File: config.mk
export PLATFORM = sky130hd
export DESIGN_NAME = collision_scheduler_flat
export DESIGN_NICKNAME = d
export VERILOG_FILES = /design/src/rtl/collision_scheduler_pkg.sv /design/src/rtl/collision_scheduler_if.sv /design/src/rtl/collision_scheduler_obstacle_slot_mux.sv /design/src/rtl/collision_scheduler.sv /design/src/flat_wrapper.sv
export SDC_FILE = /design/constraint.sdc
export NUM_CORES = 1
export LEC_CHECK = 0
export CAP_MARGIN = 25
export CORE_MARGIN = 3
export CORE_UTILIZATION = 38
export DETAILED_ROUTE_END_ITERATION = 8
export PLACE_DENSITY_LB_ADDON = 0.05
export SLEW_MARGIN = 20
export SYNTH_ARGS = -nofsm -noshare
export SYNTH_HDL_FRONTEND = slang
export SYNTH_HIERARCHICAL = 1
export SYNTH_SLANG_ARGS = --single-unit
File: constraint.sdc
create_clock -name clk -period 2.3 [get_ports clk]
set_clock_uncertainty 0.15 [all_clocks]
set_input_delay 0.575 -clock clk [delete_from_list [all_inputs] [get_ports clk]]
set_output_delay 0.575 -clock clk [all_outputs]
set_load 0.03 [all_outputs]
File: src/rtl/collision_scheduler_pkg.sv
// rtl/collision_scheduler_pkg.sv - shared game constants, scheduler state encoding, slot slice helper
package collision_scheduler_pkg;

  localparam int COORD_W     = 10;
  localparam int NUM_OBS_DEF = 4;
  localparam int MAX_OBS     = 16;

  typedef enum logic [2:0] {
    ST_IDLE   = 3'd0,
    ST_LOAD   = 3'd1,
    ST_SAMPLE = 3'd2,
    ST_DONE   = 3'd3,
    ST_OVER   = 3'd4
  } state_t;

  // Buses are zero-extended to MAX_OBS slots so one helper serves every NUM_OBS.
  function automatic logic [COORD_W-1:0] slot_field(
    input logic [COORD_W*MAX_OBS-1:0] bus,
    input int                         slot
  );
    return bus[slot*COORD_W +: COORD_W];
  endfunction

endpackage

File: src/rtl/collision_scheduler_if.sv
// rtl/collision_scheduler_if.sv - geometry/hit link between scheduler and collision detector
interface collision_scheduler_if;
  import collision_scheduler_pkg::*;

  logic [COORD_W-1:0] cd_obstacle_x;
  logic [COORD_W-1:0] cd_obstacle_y;
  logic [COORD_W-1:0] cd_obstacle_width;
  logic [COORD_W-1:0] cd_obstacle_height;
  logic               cd_hit;

  modport master (
    output cd_obstacle_x,
    output cd_obstacle_y,
    output cd_obstacle_width,
    output cd_obstacle_height,
    input  cd_hit
  );

  modport slave (
    input  cd_obstacle_x,
    input  cd_obstacle_y,
    input  cd_obstacle_width,
    input  cd_obstacle_height,
    output cd_hit
  );

endinterface

File: src/rtl/collision_scheduler_obstacle_slot_mux.sv
// rtl/collision_scheduler_obstacle_slot_mux.sv - combinational pick of one slot from the packed buses
module obstacle_slot_mux
  import collision_scheduler_pkg::*;
#(
  parameter int NUM_OBS = NUM_OBS_DEF,
  parameter int IDX_W   = 2
) (
  input  logic [IDX_W-1:0]           idx,
  input  logic [NUM_OBS-1:0]         obs_valid,
  input  logic [COORD_W*NUM_OBS-1:0] obs_x_bus,
  input  logic [COORD_W*NUM_OBS-1:0] obs_y_bus,
  input  logic [COORD_W*NUM_OBS-1:0] obs_w_bus,
  input  logic [COORD_W*NUM_OBS-1:0] obs_h_bus,
  output logic [COORD_W-1:0]         slot_x,
  output logic [COORD_W-1:0]         slot_y,
  output logic [COORD_W-1:0]         slot_w,
  output logic [COORD_W-1:0]         slot_h,
  output logic                       slot_valid
);

  logic [COORD_W*MAX_OBS-1:0] x_ext;
  logic [COORD_W*MAX_OBS-1:0] y_ext;
  logic [COORD_W*MAX_OBS-1:0] w_ext;
  logic [COORD_W*MAX_OBS-1:0] h_ext;

  always_comb begin
    x_ext = '0;
    y_ext = '0;
    w_ext = '0;
    h_ext = '0;
    x_ext[COORD_W*NUM_OBS-1:0] = obs_x_bus;
    y_ext[COORD_W*NUM_OBS-1:0] = obs_y_bus;
    w_ext[COORD_W*NUM_OBS-1:0] = obs_w_bus;
    h_ext[COORD_W*NUM_OBS-1:0] = obs_h_bus;
  end

  assign slot_x     = slot_field(x_ext, int'(idx));
  assign slot_y     = slot_field(y_ext, int'(idx));
  assign slot_w     = slot_field(w_ext, int'(idx));
  assign slot_h     = slot_field(h_ext, int'(idx));
  assign slot_valid = obs_valid[idx];

endmodule

File: src/rtl/collision_scheduler.sv
// rtl/collision_scheduler.sv - time-shares one collision detector over all obstacle slots each frame
module collision_scheduler
  import collision_scheduler_pkg::*;
#(
  parameter int NUM_OBS      = NUM_OBS_DEF,
  parameter int IDX_W        = 2,
  parameter int GRACE_FRAMES = 8
) (
  input  logic                       clk,
  input  logic                       rst_n,
  input  logic                       enable,
  input  logic                       frame_tick,
  input  logic                       clear,
  input  logic [NUM_OBS-1:0]         obs_valid,
  input  logic [COORD_W*NUM_OBS-1:0] obs_x_bus,
  input  logic [COORD_W*NUM_OBS-1:0] obs_y_bus,
  input  logic [COORD_W*NUM_OBS-1:0] obs_w_bus,
  input  logic [COORD_W*NUM_OBS-1:0] obs_h_bus,
  collision_scheduler_if.master      cd,
  output logic [NUM_OBS-1:0]         hit_mask,
  output logic                       scan_done,
  output logic                       busy,
  output logic                       game_over,
  output logic                       overrun
);

  localparam int                GRACE_W    = (GRACE_FRAMES < 2) ? 1 : $clog2(GRACE_FRAMES + 1);
  localparam logic [GRACE_W-1:0] GRACE_INIT = GRACE_W'(GRACE_FRAMES);
  localparam logic [IDX_W-1:0]   LAST_IDX   = IDX_W'(NUM_OBS - 1);

  state_t               state;
  logic [IDX_W-1:0]     idx;
  logic [NUM_OBS-1:0]   shadow;
  logic [GRACE_W-1:0]   grace_cnt;
  logic                 enable_q;
  logic [COORD_W-1:0]   cd_x_q, cd_y_q, cd_w_q, cd_h_q;

  logic [COORD_W-1:0]   slot_x, slot_y, slot_w, slot_h;
  logic                 slot_valid;
  logic                 scanning;

  obstacle_slot_mux #(
    .NUM_OBS (NUM_OBS),
    .IDX_W   (IDX_W)
  ) u_slot_mux (
    .idx        (idx),
    .obs_valid  (obs_valid),
    .obs_x_bus  (obs_x_bus),
    .obs_y_bus  (obs_y_bus),
    .obs_w_bus  (obs_w_bus),
    .obs_h_bus  (obs_h_bus),
    .slot_x     (slot_x),
    .slot_y     (slot_y),
    .slot_w     (slot_w),
    .slot_h     (slot_h),
    .slot_valid (slot_valid)
  );

  assign scanning = (state == ST_LOAD) || (state == ST_SAMPLE) || (state == ST_DONE);

  // Detector inputs only move in LOAD, so the detector gets the whole SAMPLE cycle to settle.
  assign cd.cd_obstacle_x      = cd_x_q;
  assign cd.cd_obstacle_y      = cd_y_q;
  assign cd.cd_obstacle_width  = cd_w_q;
  assign cd.cd_obstacle_height = cd_h_q;

  always_ff @(posedge clk or negedge rst_n) begin
    if (!rst_n) begin
      state     <= ST_IDLE;
      idx       <= '0;
      shadow    <= '0;
      grace_cnt <= GRACE_INIT;
      enable_q  <= 1'b0;
      cd_x_q    <= '0;
      cd_y_q    <= '0;
      cd_w_q    <= '0;
      cd_h_q    <= '0;
      hit_mask  <= '0;
      scan_done <= 1'b0;
      busy      <= 1'b0;
      game_over <= 1'b0;
      overrun   <= 1'b0;
    end else begin
      enable_q  <= enable;
      scan_done <= 1'b0;

      if (clear) begin
        state     <= ST_IDLE;
        busy      <= 1'b0;
        game_over <= 1'b0;
        overrun   <= 1'b0;
        grace_cnt <= GRACE_INIT;
      end else begin
        if (frame_tick && scanning) begin
          overrun <= 1'b1;
        end
        if (enable && !enable_q) begin
          grace_cnt <= GRACE_INIT;
        end

        if (scanning && !enable) begin
          state <= ST_IDLE;
          busy  <= 1'b0;
        end else begin
          case (state)
            ST_IDLE: begin
              if (frame_tick && enable) begin
                state  <= ST_LOAD;
                idx    <= '0;
                shadow <= '0;
                busy   <= 1'b1;
              end
            end
            ST_LOAD: begin
              cd_x_q <= slot_x;
              cd_y_q <= slot_y;
              cd_w_q <= slot_w;
              cd_h_q <= slot_h;
              state  <= ST_SAMPLE;
            end
            ST_SAMPLE: begin
              // Empty slots are still visited so every scan takes the same time.
              shadow[idx] <= cd.cd_hit & slot_valid;
              if (idx == LAST_IDX) begin
                state <= ST_DONE;
              end else begin
                idx   <= idx + 1'b1;
                state <= ST_LOAD;
              end
            end
            ST_DONE: begin
              hit_mask  <= shadow;
              scan_done <= 1'b1;
              busy      <= 1'b0;
              if (grace_cnt != '0) begin
                grace_cnt <= grace_cnt - 1'b1;
                state     <= ST_IDLE;
              end else if (|shadow) begin
                game_over <= 1'b1;
                state     <= ST_OVER;
              end else begin
                state <= ST_IDLE;
              end
            end
            ST_OVER: begin
              state <= ST_OVER;
            end
            default: begin
              state <= ST_IDLE;
              busy  <= 1'b0;
            end
          endcase
        end
      end
    end
  end

endmodule

File: src/flat_wrapper.sv
// flat-port wrapper written by rule: the top's interface ports become plain ports
module collision_scheduler_flat import collision_scheduler_pkg::*;
#(
  parameter int NUM_OBS      = NUM_OBS_DEF,
  parameter int IDX_W        = 2,
  parameter int GRACE_FRAMES = 8
)
  (clk, rst_n, enable, frame_tick, clear, obs_valid, obs_x_bus, obs_y_bus, obs_w_bus, obs_h_bus, hit_mask, scan_done, busy, game_over, overrun, cd_cd_obstacle_x, cd_cd_obstacle_y, cd_cd_obstacle_width, cd_cd_obstacle_height, cd_cd_hit);
  collision_scheduler_if cd_i ();
  input  logic clk;
  input  logic rst_n;
  input  logic enable;
  input  logic frame_tick;
  input  logic clear;
  input  logic [NUM_OBS-1:0] obs_valid;
  input  logic [COORD_W*NUM_OBS-1:0] obs_x_bus;
  input  logic [COORD_W*NUM_OBS-1:0] obs_y_bus;
  input  logic [COORD_W*NUM_OBS-1:0] obs_w_bus;
  input  logic [COORD_W*NUM_OBS-1:0] obs_h_bus;
  output logic [NUM_OBS-1:0] hit_mask;
  output logic scan_done;
  output logic busy;
  output logic game_over;
  output logic overrun;
  output wire logic [$bits(cd_i.cd_obstacle_x)-1:0] cd_cd_obstacle_x;
  output wire logic [$bits(cd_i.cd_obstacle_y)-1:0] cd_cd_obstacle_y;
  output wire logic [$bits(cd_i.cd_obstacle_width)-1:0] cd_cd_obstacle_width;
  output wire logic [$bits(cd_i.cd_obstacle_height)-1:0] cd_cd_obstacle_height;
  input wire logic [$bits(cd_i.cd_hit)-1:0] cd_cd_hit;
  assign cd_cd_obstacle_x = cd_i.cd_obstacle_x;
  assign cd_cd_obstacle_y = cd_i.cd_obstacle_y;
  assign cd_cd_obstacle_width = cd_i.cd_obstacle_width;
  assign cd_cd_obstacle_height = cd_i.cd_obstacle_height;
  assign cd_i.cd_hit = cd_cd_hit;
  collision_scheduler #(.NUM_OBS(NUM_OBS), .IDX_W(IDX_W), .GRACE_FRAMES(GRACE_FRAMES)) u_core (.clk(clk), .rst_n(rst_n), .enable(enable), .frame_tick(frame_tick), .clear(clear), .obs_valid(obs_valid), .obs_x_bus(obs_x_bus), .obs_y_bus(obs_y_bus), .obs_w_bus(obs_w_bus), .obs_h_bus(obs_h_bus), .cd(cd_i), .hit_mask(hit_mask), .scan_done(scan_done), .busy(busy), .game_over(game_over), .overrun(overrun));
endmodule
After elaboration in Yosys (flattened, before gate mapping)
Cells that the tools add are included.
{ "word_totals": {"output_inout_bits": 48, "word_cells": 96, "inputBits": 170, "register_bits": 62} }
{ "op_classes": {"addsub": 2, "n_reduce_logical": 23, "magnitude_cmp": 2, "mux": 36, "n_shift": 4, "n_mul": 1, "eq_ne": 11, "bitwise": 3} }
{ "ops": {"columns": ["op", "n"], "rows": [
  ["indexed part select 160 x 32 -> 10 bit", 3],
  ["indexed part select 160 x 7 -> 10 bit", 1],
  ["2-to-1 mux 4 bit", 6],
  ["2-to-1 mux 1 bit", 15],
  ["2-to-1 mux 3 bit", 5],
  ["case mux 3 bit (5 select lines)", 1],
  ["case mux 4 bit (2 select lines)", 1],
  ["AND reduction 4 bit", 2],
  ["nonzero test 2 bit", 4],
  ["equality test 3 x 2 -> 1 bit (second input constant)", 2],
  ["2-to-1 mux 2 bit", 3],
  ["!= test 2 bit (second input constant)", 3],
  ["AND reduction 3 bit", 2],
  ["logical AND 1 bit", 5],
  ["multiplier 2 x 3 -> 5 bit (second input constant)", 1],
  ["AND reduction 5 bit", 1],
  ["bitwise mux 4 bit", 1],
  ["!= test 4 x 2 -> 1 bit (second input constant)", 1],
  ["case mux 2 bit (2 select lines)", 1],
  ["nonzero test 4 bit", 1],
  ["OR reduction 4 bit", 1],
  ["subtractor 4 x 1 -> 4 bit (second input constant)", 1],
  ["equality test 3 x 1 -> 1 bit (second input constant)", 1],
  ["equality test 3 bit (second input constant)", 1],
  ["16 further kinds", 19]
]} }

Depth between registers and ports, before layout
Gate-level depths: netlist (run 1).
{ "depth": {"word_depth": 7, "ltp_mapped": 5, "mapped_depth_nobuf": 5} }

Cells and area by module
The synthesis (run 1) kept the hierarchy.
{ "modules_own_cells": {"columns": ["mod", "seq_area_each_um2", "cells_each", "area_each_um2", "instances"], "rows": [
  ["collision_scheduler", 1552.7, 200, 2688.8, 1],
  ["obstacle_slot_mux", 0.0, 51, 1042.2, 1]
]} }

Least setup slack after synthesis (run 1)
No wires, ideal clock.
{ "synth_timing": {"kind": "register to register", "from": "register u_core.idx[0]", "to": "register u_core.shadow[0]", "n_path_buf": 1, "t_arrival_ps": 1484, "period_less_slack_ps": 1772, "path_stages_with_launch": 6, "path_slack_ps": 528, "required_time_ps": 2012, "setup_time_ps": 138, "cell_sequence": "dfrtp_1 > buf_6 > mux4_1 > nor4bb_1 > nand3_1 > o221ai_1"} }
{ "synth_via": {"word_cells_on_any_way": 10, "classes_between": "order compare: 2; mux: 6; bitwise: 1; reduce/logical: 1"} }
{ "synth_lines": {"columns": ["element", "line", "source"], "rows": [
  ["from (decl)", "collision_scheduler.sv:32", "logic [IDX_W-1:0] idx;"],
  ["from (signal assigned)", "collision_scheduler.sv:127", "idx <= idx + 1'b1;"],
  ["binary-select mux 1 bit (select 2 bit)", "collision_scheduler_obstacle_slot_mux.sv:41", "assign slot_valid = obs_valid[idx];"],
  ["2-to-1 mux 1 bit (implied by the code)", "collision_scheduler_obstacle_slot_mux.sv:41", null],
  ["named net u_core.slot_valid", "collision_scheduler.sv:39", "logic slot_valid;"],
  ["bitwise AND 1 bit", "collision_scheduler.sv:123", "shadow[idx] <= cd.cd_hit & slot_valid;"],
  ["bitwise mux 4 bit", "collision_scheduler.sv:123", null],
  ["case mux 4 bit (2 select lines)", "collision_scheduler.sv:105", "case (state)"],
  ["to (signal, indexed assignment)", "collision_scheduler.sv:123", null],
  ["to (decl)", "collision_scheduler.sv:33", "logic [NUM_OBS-1:0] shadow;"]
]} }
The timed path passes the listed nets, and every way through them passes these cells. The select of a mux whose other input is x is not followed.
A chain may end at the register's enable or synchronous reset.

Final worst setup path (run 1)
{ "layout_timing": {"from": "register u_core.cd_y_q[8] (netlist: u_core/cd.cd_obstacle_y[8])", "to": "output cd_cd_obstacle_y[8]"} }
{ "layout_lines": {"columns": ["element", "line", "source"], "rows": [
  ["from (decl)", "collision_scheduler.sv:36", "logic [COORD_W-1:0] cd_x_q, cd_y_q, cd_w_q, cd_h_q;"],
  ["from (signal assigned)", "collision_scheduler.sv:116", "cd_y_q <= slot_y;"],
  ["to (decl)", "flat_wrapper.sv:26", "output wire logic [$bits(cd_i.cd_obstacle_y)-1:0] cd_cd_obstacle_y;"]
]} }
No word-level cell between the ends.

==> flow_summary.yaml, run 1 <==
logic_synthesis:
  synthAdderAreaFrac_pct: 1.68
  yosysTopAreaCell: "dfrtp_1"
  muxShareOfSynthArea_pct: 38.1
  synthXorXnorAreaFrac_pct: 0
  yosysMostFrequentCell: "dfrtp_1"
  synth_top_family_by_area: "multiplexers"
  postSynthCellCount: 251
  netlist.area_leader.share_pct: 40.9
  synthTopCellsByCount: "dfrtp_1, mux2_2, mux4_2"
  synthTopCellsByArea: "dfrtp_1, mux4_2, mux2_2"
  yosysWarnings: 6
  netlist_area_um2: 3730
  synth-async-reset-ratio_pct: 100
  synth_edf_count: 0
  ys_types: 48
  synth_area_per_cell_um2: 14.9
  yosys.area_share.simple_pct: 8.18
  synth_nets: 426
  synth_compound_area_share_pct: 4.69
  ys_ff_latch: 62
  ys_seq_area_share_pct: 41.6
  yosys_most_used_dff: "dfrtp_1"
route:
  drc: 0
  viasPerCell: 5.19
  wirelength_mm: 10.6
  vias: 3141
  drt_iter0_markers: 108
  firstDrtPassIters: 4
  wl_per_cell_um: 17.5
  detail-route-antenna-nets: 0
floorplanning:
  row_count: 35
  coreArea_um2: 9370
  die_h_um: 105
  die_width_um: 105
  pin_count: 218
  initial_core_util_pct: 39.8
  die-area_um2: 11000
critical_path:
  rrSetupSlack_ns: 0.46
  crit_required_ns: 1.57
  worstSetupPathType: "reg -> out"
  worstPathMaxFanout: 2
  critPathTopFamily: "buffers and inverters"
  endpoint_kind: "output port"
  rr_worst_depth: 5
  crit_path_cell_trace: "clkdlybuf4s50_1"
  worst-path-buf-inv: 1
  slowest_stage: "clkdlybuf4s50_1"
  max_stage_delay_ns: 0.74
  r2r_end: "u_core/idx[1]"
  cp-start-kind: "flip-flop"
  regToRegStartpoint: "u_core/idx[1]"
  critPathArrivalTime_ns: 1.40
clocking:
  clock_latency_ns: 0.32
  htreeDepth: 3
  cts_resized: 0
  clk_pin_slew_ns: 0.07
  clockRootBuffer: "clkbuf_8"
  clock-sinks: 62
  postCtsSetupBuffers: 0
  cts_tree: "built"
  cts_max_path_buffers: 2
  cts_buffers: 9
  hold_buffers: 0
timing:
  hold_viol: 0
  post-route-min-period_ns: 2.13
  min_period_over_period_pct: 92.5
  setup_viol: 0
  rsz0062_at_grt: "no"
  fin_hold_ws_ns: 0.112
  relSlewSlack_pct: 61.6
  final.setup.worst_slack_ns: 0.172
  fmax_ghz: 0.470
  tightest_slew_ns: 0.575
  drv_slew: 0
  setup-tns-final_ns: 0
finish:
  layout.area.seq_um2: 1560
  multi_input_area_um2: 1970
  diodes: 0
  nets: 647
  synthToLayoutAreaGrowth_pct: 65.8
  fillers: 754
  drive_gt1_share_pct: 25.0
power:
  sw_frac_of_total_pct: 32.1
  power.density_nw_per_um2: 615
  clock_power_share_pct: 21.8
  intPower_mw: 2.58
  p_comb_share_pct: 41.1
  power_switching_mw: 1.22
  peakVddDrop_uv: 301
  seqPwrFrac_pct: 37.1
  p_leak_nw: 2.40
grt:
  antenna_found_initial: 0
  grt_overflow: 0
  grt_use_total_pct: 19.3
  grt_max_degree: 63
  grt_pass1_wl_mm: 16.7
  grt_pass1_vias: 3356
placed_design:
  portBuffers: 217
  dp_slack_ns: 0.0100
  place_congestion: 0.778
  dp_hpwl_mm: 8.59
run:
  maxCapViolCount: 0
status:
  status: "finished clean"
min_path:
  holdCritPathClass: "in -> async"
-- area by class of cell --
type | count | area share, %
Tap cell | 129 | 2.61
Inverter | 14 | 0.850
Clock inverter | 4 | 0.364
Multi-Input combinational cell | 157 | 31.8
Sequential cell | 62 | 25.1
Clock buffer | 11 | 2.45
Timing Repair Buffer | 228 | 36.8
-- how the worst max path moves through the flow --
stage                                           from             endpoint  slack [ns]  cells past startpoint
after detailed placement                obs_valid[2]     u_core/shadow[1]        0.01                      5
after global routing      u_core/cd.cd_obstacle_y[8]  cd_cd_obstacle_y[8]         0.1                      1
final                     u_core/cd.cd_obstacle_y[8]  cd_cd_obstacle_y[8]        0.17                      1
after CTS                 u_core/cd.cd_obstacle_y[8]  cd_cd_obstacle_y[8]        0.14                      1
after floorplan                        u_core/idx[0]     u_core/shadow[0]        0.53                      5
after global placement                        enable        u_core/idx[0]        0.05                      4
-- sequential cells by signal, summed over array words and instances (netlist names) --
name,flops
u_core/cd.cd_obstacle_height,10
u_core/cd.cd_obstacle_width,10
u_core/cd.cd_obstacle_x,10
u_core/cd.cd_obstacle_y,10
u_core/grace_cnt,4
u_core/hit_mask,4
u_core/shadow,4
u_core/state,3
u_core/idx,2
u_core/busy,1
u_core/enable_q,1
u_core/game_over,1
u_core/overrun,1
u_core/scan_done,1
-- cell usage in the layout, fill, tap and decap left out, drive strengths merged, types with 4 or more instances in the layout --
cell,n
clkdlybuf4s50,216
dfrtp,61
mux2,44
mux4,41
inv,14
buf,12
clkbuf,11
a21oi,7
nand2,6
or3,5
ha,5
nor2b,4
o41ai,4
-- power groups by stage --
stage | clock, mW | combinational (mW) | sequential (mW)
floorplan | 0 | 0.338 | 1.84
global placement | 0 | 1.58 | 1.42
detailed placement | 0 | 1.59 | 1.43
CTS | 0.859 | 1.59 | 1.41
global route | 0.909 | 1.65 | 1.44
finish | 0.828 | 1.56 | 1.41
-- cell families (layout without fill, tap and decap cells) --
group,Yosys count,count (layout)
simple gates,43,43
buf+inv,32,257
mux,85,85
flops,62,62
compound gates,24,24
fa+ha+maj,5,5
-- stage by stage --
step                total power, mW  cells  cell area (µm²)  utilization, %
global placement               3.00    590             6010            64.2
detailed placement             3.01    590             6010            64.2
finish                         3.80    605             6190            66.0
global route                   4.00    605             6190            66.0
floorplan                      2.18    251             3730               -
CTS                            3.86    605             6190            66.0
-- per-layer routing --
| layer | up-vias | track usage (%) | share of wire, % |
|---|---|---|---|
| li1 | 1438 | - | - |
| met2 | 149 | 35.3 | 53 |
| met5 | - | 0 | 0 |
| met4 | 0 | 6.19 | 1.3 |
| met1 | 1544 | 20.4 | 35 |
| met3 | 10 | 7.23 | 10 |
(Power assumes the default switching activity.)
==> run 2, diff against run 1 <==
--- a/constraint.sdc
+++ b/constraint.sdc
@@ -3,3 +3,3 @@
 set_input_delay 0.575 -clock clk [delete_from_list [all_inputs] [get_ports clk]]
 set_output_delay 0.575 -clock clk [all_outputs]
-set_load 0.03 [all_outputs]
+set_load 0.01 [all_outputs]
==> results of run 2 <==
The final DEF is identical to that of run 1. Status: finished clean.
Main changes from that run: setup slack after layout 0.172 ns -> 0.306 ns; total power 3.80 mW -> 3.48 mW; worst IR drop on VDD 301 µV -> 255 µV
==> run 3, diff against run 2 <==
--- a/config.mk
+++ b/config.mk
@@ -14,4 +14,3 @@
 export SYNTH_ARGS = -nofsm -noshare
 export SYNTH_HDL_FRONTEND = slang
-export SYNTH_HIERARCHICAL = 1
 export SYNTH_SLANG_ARGS = --single-unit
--- a/constraint.sdc
+++ b/constraint.sdc
@@ -3,3 +3,3 @@
 set_input_delay 0.575 -clock clk [delete_from_list [all_inputs] [get_ports clk]]
 set_output_delay 0.575 -clock clk [all_outputs]
-set_load 0.01 [all_outputs]
+set_load 0.02 [all_outputs]
==> flow_summary.yaml, run 3 <==
critical_path:
  worst-path-buf-inv: 1
  critPathArrivalTime_ns: 1.34
  worstSetupPathType: "reg -> out"
  worstPathMaxFanout: 2
  max_stage_delay_ns: 0.66
  crit_required_ns: 1.57
  endpoint_kind: "output port"
  slowest_stage: "clkdlybuf4s50_1"
  crit_path_cell_trace: "clkdlybuf4s50_1"
  cp-start-kind: "flip-flop"
  critPathTopFamily: "buffers and inverters"
finish:
  final_core_util_pct: 66.5
  layout.area.seq_um2: 1560
  fillers: 754
  diodes: 0
  nets: 649
  final_common_cell: "clkdlybuf4s50_1"
  drive_gt1_share_pct: 24.0
  final_cell_mix: "clkdlybuf4s50_1, dfrtp_1, mux2_2"
  synthToLayoutAreaGrowth_pct: 69.0
  multi_input_area_um2: 1910
  fin_area_um2: 6210
logic_synthesis:
  yosysWarnings: 0
  synthTopCellsByArea: "dfrtp_1, mux4_2, mux2_2"
  yosys_most_used_dff: "dfrtp_1"
  ys_types: 42
  netlist.area_leader.share_pct: 41.6
  synth_area_per_cell_um2: 14.7
  synthTopCellsByCount: "dfrtp_1, mux2_2, mux4_2"
  synth_edf_count: 0
  synth_nets: 425
  netlist_area_um2: 3670
  postSynthCellCount: 250
  ys_seq_area_share_pct: 42.3
  ys_ff_latch: 62
  yosysMostFrequentCell: "dfrtp_1"
  synth-async-reset-ratio_pct: 100
  yosysTopAreaCell: "dfrtp_1"
power:
  peakVddDrop_uv: 274
  total_power_mw: 3.79
  power.density_nw_per_um2: 611
  p_leak_nw: 2.46
grt:
  grt_use_total_pct: 19.3
  grt_pass1_wl_mm: 16.5
  grt_overflow: 0
  grt_max_degree: 41
  antenna_found_initial: 0
  grt_pass1_vias: 3238
timing:
  rsz0062_at_grt: "no"
  relSlewSlack_pct: 70.9
  setup_viol: 0
  hold_viol: 0
  setup-tns-final_ns: 0
  min_period_over_period_pct: 89.9
  drv_slew: 0
  fmax_ghz: 0.484
  post-route-min-period_ns: 2.07
  tightest_slew_ns: 0.436
route:
  drc: 0
  firstDrtPassIters: 4
  detail-route-antenna-nets: 0
  vias: 3021
  viasPerCell: 4.97
  drt_iter0_markers: 59
  wl_per_cell_um: 16.9
  wirelength_mm: 10.3
floorplanning:
  die_h_um: 104
  coreArea_um2: 9330
  die_width_um: 104
  pin_count: 218
  die-area_um2: 10900
  row_count: 35
  initial_core_util_pct: 39.4
clocking:
  clock_latency_ns: 0.33
  cts_buffers: 9
  cts_max_path_buffers: 2
  htreeDepth: 3
  cts_resized: 0
  postCtsSetupBuffers: 0
  clockRootBuffer: "clkbuf_8"
  clock-sinks: 62
  clk_pin_slew_ns: 0.07
  cts_tree: "built"
  hold_buffers: 0
placed_design:
  place_congestion: 0.802
  portBuffers: 217
  dp_hpwl_mm: 8.42
  place_area_um2: 5990
run:
  maxCapViolCount: 0
status:
  status: "finished clean"
min_path:
  holdCritPathClass: "in -> async"
## run 3: changes by cell type after synthesis, sizes merged, moves of 4 or more
cell,delta
nor2,+4
buf,-4
o21ai,+4
o41ai,-4
clkbuf,+5
or3,-4
## run 3: logic make-up after synthesis
family / synth area share [%]
simple gates: 6.37
flops: 42.3
mux: 39.9
compound gates: 4.02
fa+ha+maj: 1.70
buf+inv: 5.76
## run 3: worst paths after layout
kind                                                  from                          to  depth (start not counted)  slack, ns
max                        u_core.cd.cd_obstacle_height[2]    cd_cd_obstacle_height[2]                          1       0.23
min                                                  rst_n         u_core.grace_cnt[2]                          2       0.07
max reg2reg                                  u_core.idx[0]  u_core.cd.cd_obstacle_y[1]                          3       0.45
min reg2reg                             u_core.hit_mask[0]          u_core.hit_mask[0]                          1       0.33
max in group asynchronous                            rst_n  u_core.cd.cd_obstacle_y[1]                          2       1.63
min in group clk                        u_core.hit_mask[0]          u_core.hit_mask[0]                          1       0.33
## run 3: layout make-up
class | count | share of cell area (%)
inverter | 13 | 0.786
timing repair buffer | 232 | 37.3
clock buffer | 12 | 2.34
multi-input combinational | 156 | 30.7
tap | 129 | 2.60
clock inverter | 4 | 1.13
sequential | 62 | 25.1
## run 3: through the flow
stage / hold slack, ns / setup WS, ns / instances
finish: 0.0671 / 0.232 / 608
global route: 0.0613 / 0.172 / 608
CTS: 0.0553 / 0.193 / 608
detailed placement: 0.324 / 0.0289 / 592
global placement: 0.319 / 0.0661 / 592
floorplan: 0.129 / 0.597 / 250
## run 3: metal layers
layer | GRT usage (%) | share of wire [%]
met2 | 34.2 | 54
met4 | 6.55 | 1.4
met5 | 0 | 0
met1 | 21.4 | 36
met3 | 7.01 | 8.9
## run 3: power breakdown
part,internal (mW),leakage (nW),switching (mW)
Clock,0.637,0.110,0.409
Combinational,0.817,1.56,0.531
Sequential,1.29,0.790,0.103
Total,2.75,2.46,1.04
==> patch 1: new RTL, config.mk and constraints of run 3 <==
Add an input register stage for `obs_w_bus`; this delays it by one clock. The other inputs are not delayed to match.
--- a/src/rtl/collision_scheduler.sv
+++ b/src/rtl/collision_scheduler.sv
@@ -29,4 +29,10 @@
   localparam logic [IDX_W-1:0]   LAST_IDX   = IDX_W'(NUM_OBS - 1);
 
+  logic [COORD_W*NUM_OBS-1:0] obs_w_bus_q;
+
+  always_ff @(posedge clk) begin
+    obs_w_bus_q <= obs_w_bus;
+  end
+
   state_t               state;
   logic [IDX_W-1:0]     idx;
@@ -48,5 +54,5 @@
     .obs_x_bus  (obs_x_bus),
     .obs_y_bus  (obs_y_bus),
-    .obs_w_bus  (obs_w_bus),
+    .obs_w_bus  (obs_w_bus_q),
     .obs_h_bus  (obs_h_bus),
     .slot_x     (slot_x),
Function: changed (Yosys sat finds a counterexample within 4 cycles, from zero or initial values and one cycle with rst_n low).
==> patch 1 against run 3 <==
  * Synthesized area up 22%
  * Total power up 33%
  * Final cell count up 8.7%
  * Design area up 15%
  * Via count up 10%
  * Critical path depth unchanged
  * Register-to-register slack worse by 0.08 ns
  * Wire length up 17%
  * Clock power up 38%
  * Sequential cell count up 40
  * Combinational power up 7%
  * First-iteration DRC count up 95%
  * Setup slack worse by 0.040 ns
  * Critical path type unchanged
  * Critical endpoint is now cd_cd_obstacle_width[0]
==> patch 1: results (changes against run 3) <==
Leakage -> 2.753 nW (was 2.461 nW)
Clock Power -> 0.00145 W (was 0.00105 W)
Worst hold margin -> 0.1501 ns (was 0.06708 ns)
Multi-input combinational cell count -> 161 (was 156)
Async set-or-reset flop fraction in the synthesized netlist -> 60.78% (was 100.0%)
Seq_cells -> 102 (was 62)
Yosys cell types -> 43 (was 42)
Status -> completed (unchanged)
CP endpoint -> cd_cd_obstacle_width[0] (was cd_cd_obstacle_height[2])
Cell depth of the worst flop-to-flop path -> 4 (was 3)
R2r setup slk -> 0.37 ns (was 0.45 ns)
Syn Nets -> 469 (was 425)
Routed len/inst -> 18.14 µm (was 16.87 µm)
Synth top cells by count -> dfrtp_1, mux2_2, dfxtp_1, mux4_2, inv_1 (was dfrtp_1, mux2_2, mux4_2, inv_1, a21oi_1)
Min cycle time layout -> 2.109 ns (was 2.068 ns)
Clock buf count -> 10 (was 12)
Critical path startpoint -> u_core.cd.cd_obstacle_width[0]$_DFFE_PN0P_ (was u_core.cd.cd_obstacle_height[2]$_DFFE_PN0P_)
Clk tree area frac -> 4.093% (was 3.468%)
DR WL met2 -> 5.925 mm (was 5.550 mm)
Top post-synthesis cells by area -> dfrtp_1, mux4_2, dfxtp_1, mux2_2, ha_1 (was dfrtp_1, mux4_2, mux2_2, buf_12, mux4_1)
Seq/Total Area, Yosys -> 52.59% (was 42.28%)
Logic inverters -> 10 (was 13)
Worst r2r src -> u_core.state[2]$_DFFE_PN0P_ (was u_core.idx[0]$_DFFE_PN0P_)
Via density -> 5.050 (was 4.969)
DR WL met3 -> 1.176 mm (was 917 µm)
Vias in the first global route -> 3,457 (was 3,238)
Buffers, non-clock -> 229 (was 232)
Die ar. -> 0.01312 mm² (was 0.01088 mm²)
Met1 usage -> 21.49% (was 21.36%)
R2R Path End -> u_core.cd.cd_obstacle_x[1]$_DFFE_PN0P_ (was u_core.cd.cd_obstacle_y[1]$_DFFE_PN0P_)
Pin count of the biggest net entering global routing -> 46 (was 41)
Nets -> 688 (was 649)
==> patch 1: changes by cell type after synthesis, moves of 5 or more <==
cell / run 3 / this run
dfxtp_1: 0 / 40
mux2_2: 41 / 46
mux2_1: 6 / 0
a21oi_1: 10 / 5
==> patch 1: kinds of logic (layout without fill, tap and decap cells) <==
kind of cell | after synthesis | after routing | synth area share (%)
mux | 90 | 90 | 32.60
compound gates | 27 | 27 | 4.305
flops | 102 | 102 | 52.59
buf+inv | 31 | 255 | 3.662
simple gates | 39 | 39 | 5.451
fa+ha+maj | 5 | 5 | 1.398
==> patch 1: per-stage QoR <==
stage / std cells / total power (W) / cell area, µm²
6_report: 661 / 0.005041 / 7122
5_1_grt: 661 / 0.005274 / 7122
4_1_cts: 661 / 0.005111 / 7122
3_5_place_dp: 645 / 0.003654 / 6830
3_3_place_gp: 645 / 0.003633 / 6830
2_1_floorplan: 294 / 0.002780 / 4476
==> patch 2: new RTL, config.mk and constraints of run 3 <==
Made on the original files. The package constant `MAX_OBS` goes from 16 to 24.
--- a/src/rtl/collision_scheduler_pkg.sv
+++ b/src/rtl/collision_scheduler_pkg.sv
@@ -4,5 +4,5 @@
   localparam int COORD_W     = 10;
   localparam int NUM_OBS_DEF = 4;
-  localparam int MAX_OBS     = 16;
+  localparam int MAX_OBS     = 24;
 
   typedef enum logic [2:0] {
Check against the original RTL: equivalent (equiv_simple and equiv_induct, registers matched by name and starting in step).
==> patch 2 against run 3 <==
  * Synthesized cell count increased by 1.6%
  * Design area increased by 1.5%
  * Maximum frequency decreased by 7.3%
  * Sequential cell count is the same
  * Setup slack got worse by 0.16 ns
  * Combinational power decreased by 7%
  * Total power shrank 3.3%
  * Synthesized area shrank 0.48%
  * Sequential share of layout area shrank 0.36 points
  * Hold slack gained 0.0093 ns
  * Wire length rose by 11%
  * Critical path type is now in2reg
==> patch 2: results (changes against run 3) <==
Syn Nets -> 429 (was 425)
Crit path arrival time -> 2.33 ns (was 1.34 ns)
Pin count of the biggest net entering global routing -> 63 (was 41)
Grt met2 use -> 37.84% (was 34.23%)
Total GRT Usage -> 21.17% (was 19.32%)
Syn_area_per_cell -> 14.39 µm² (was 14.69 µm²)
Nets -> 652 (was 649)
Routed Wire Length -> 11.37 mm (was 10.26 mm)
Multi-input combinational cell count -> 158 (was 156)
Buffers, non-clock -> 234 (was 232)
CP top delay family -> simple AND/OR/NAND/NOR gates (was buffers and inverters)
Drt first pass iters -> 5 (was 4)
Max_slew headroom -> 67.51% (was 70.95%)
Vias -> 3,157 (was 3,021)
Sequential fraction of total cell area -> 24.70% (was 25.06%)
Top post-synthesis cells by area -> dfrtp_1, mux4_2, mux2_2, mux2_1, ha_1 (was dfrtp_1, mux4_2, mux2_2, buf_12, mux4_1)
Status -> completed (unchanged)
Met1 usage -> 22.78% (was 21.36%)
Critical-path maximum fanout -> 8 (was 2)
Compound-cell area share of the yosys netlist -> 5.786% (was 4.020%)
Crit-path slowest cell -> or4b_4 (was clkdlybuf4s50_1)
Gpl congestion -> 0.7583 (was 0.8016)
Synth Area in Adders -> 1.712% (was 1.704%)
R2r setup slk -> 0.35 ns (was 0.45 ns)
Logic inverters -> 12 (was 13)
Met3 usage -> 8.504% (was 7.014%)
Reg power frac -> 37.5% (was 36.8%)
Post-synthesis mux area share -> 39.40% (was 39.86%)
First-pass GRT wire length -> 17.82 mm (was 16.53 mm)
Seq/Total Area, Yosys -> 42.49% (was 42.28%)
Synth top cells by count -> dfrtp_1, mux4_2, mux2_2, mux2_1 (was dfrtp_1, mux2_2, mux4_2, inv_1, a21oi_1)
Worst r2r src -> u_core.state[2]$_DFFE_PN0P_ (was u_core.idx[0]$_DFFE_PN0P_)
patch 2: changes by cell type after synthesis, sizes merged, moves of 3 or more:
cell    delta
or3b       +3
a21oi      -4
nor2       -3
o311ai     +3
patch 2: timing repair:
action / CTS / global route
endpoints found under the setup margin: 11 / 20
resized for setup: 1 / 7
pin swaps: 0 / 0
gates cloned: 0 / 1
patch 2: stage by stage:
| stage | TNS (ns) | area (µm²) | setup WS [ns] | hold slack [ns] |
|---|---|---|---|---|
| 3_3_place_gp | -14.08 | 6015 | -0.3501 | 0.3226 |
| 3_5_place_dp | -15.24 | 6015 | -0.3963 | 0.3315 |
| 6_report | 0 | 6296 | 0.07020 | 0.07640 |
| 4_1_cts | 0 | 6237 | 0.004381 | 0.09011 |
| 2_1_floorplan | 0 | 3655 | 0.2506 | 0.1294 |
| 5_1_grt | 0 | 6296 | 0.007891 | 0.09293 |
patch 2: worst register-to-register path, delay by kind of cell (launching register included):
family	cells	cell delay, ns
AO/OA/AOI/OAI	1	0.29
AND/OR/NAND/NOR	2	0.86
flip-flops	1	0.39
buffers and inverters	1	0.16
patch 2: worst max-delay path by stage:
stage,end,from,slack [ns],depth (start not counted)
floorplan,u_core.idx[1]$_DFFE_PN0P_,u_core.idx[1]$_DFFE_PN0P_,0.25,7
global placement,u_core.cd.cd_obstacle_x[5]$_DFFE_PN0P_,enable,-0.35,5
detailed placement,u_core.cd.cd_obstacle_width[9]$_DFFE_PN0P_,enable,-0.40,5
CTS,u_core.cd.cd_obstacle_width[9]$_DFFE_PN0P_,enable,0.004,5
global route,u_core.shadow[0]$_DFFE_PN0P_,enable,0.008,6
finish,u_core.shadow[0]$_DFFE_PN0P_,enable,0.07,5
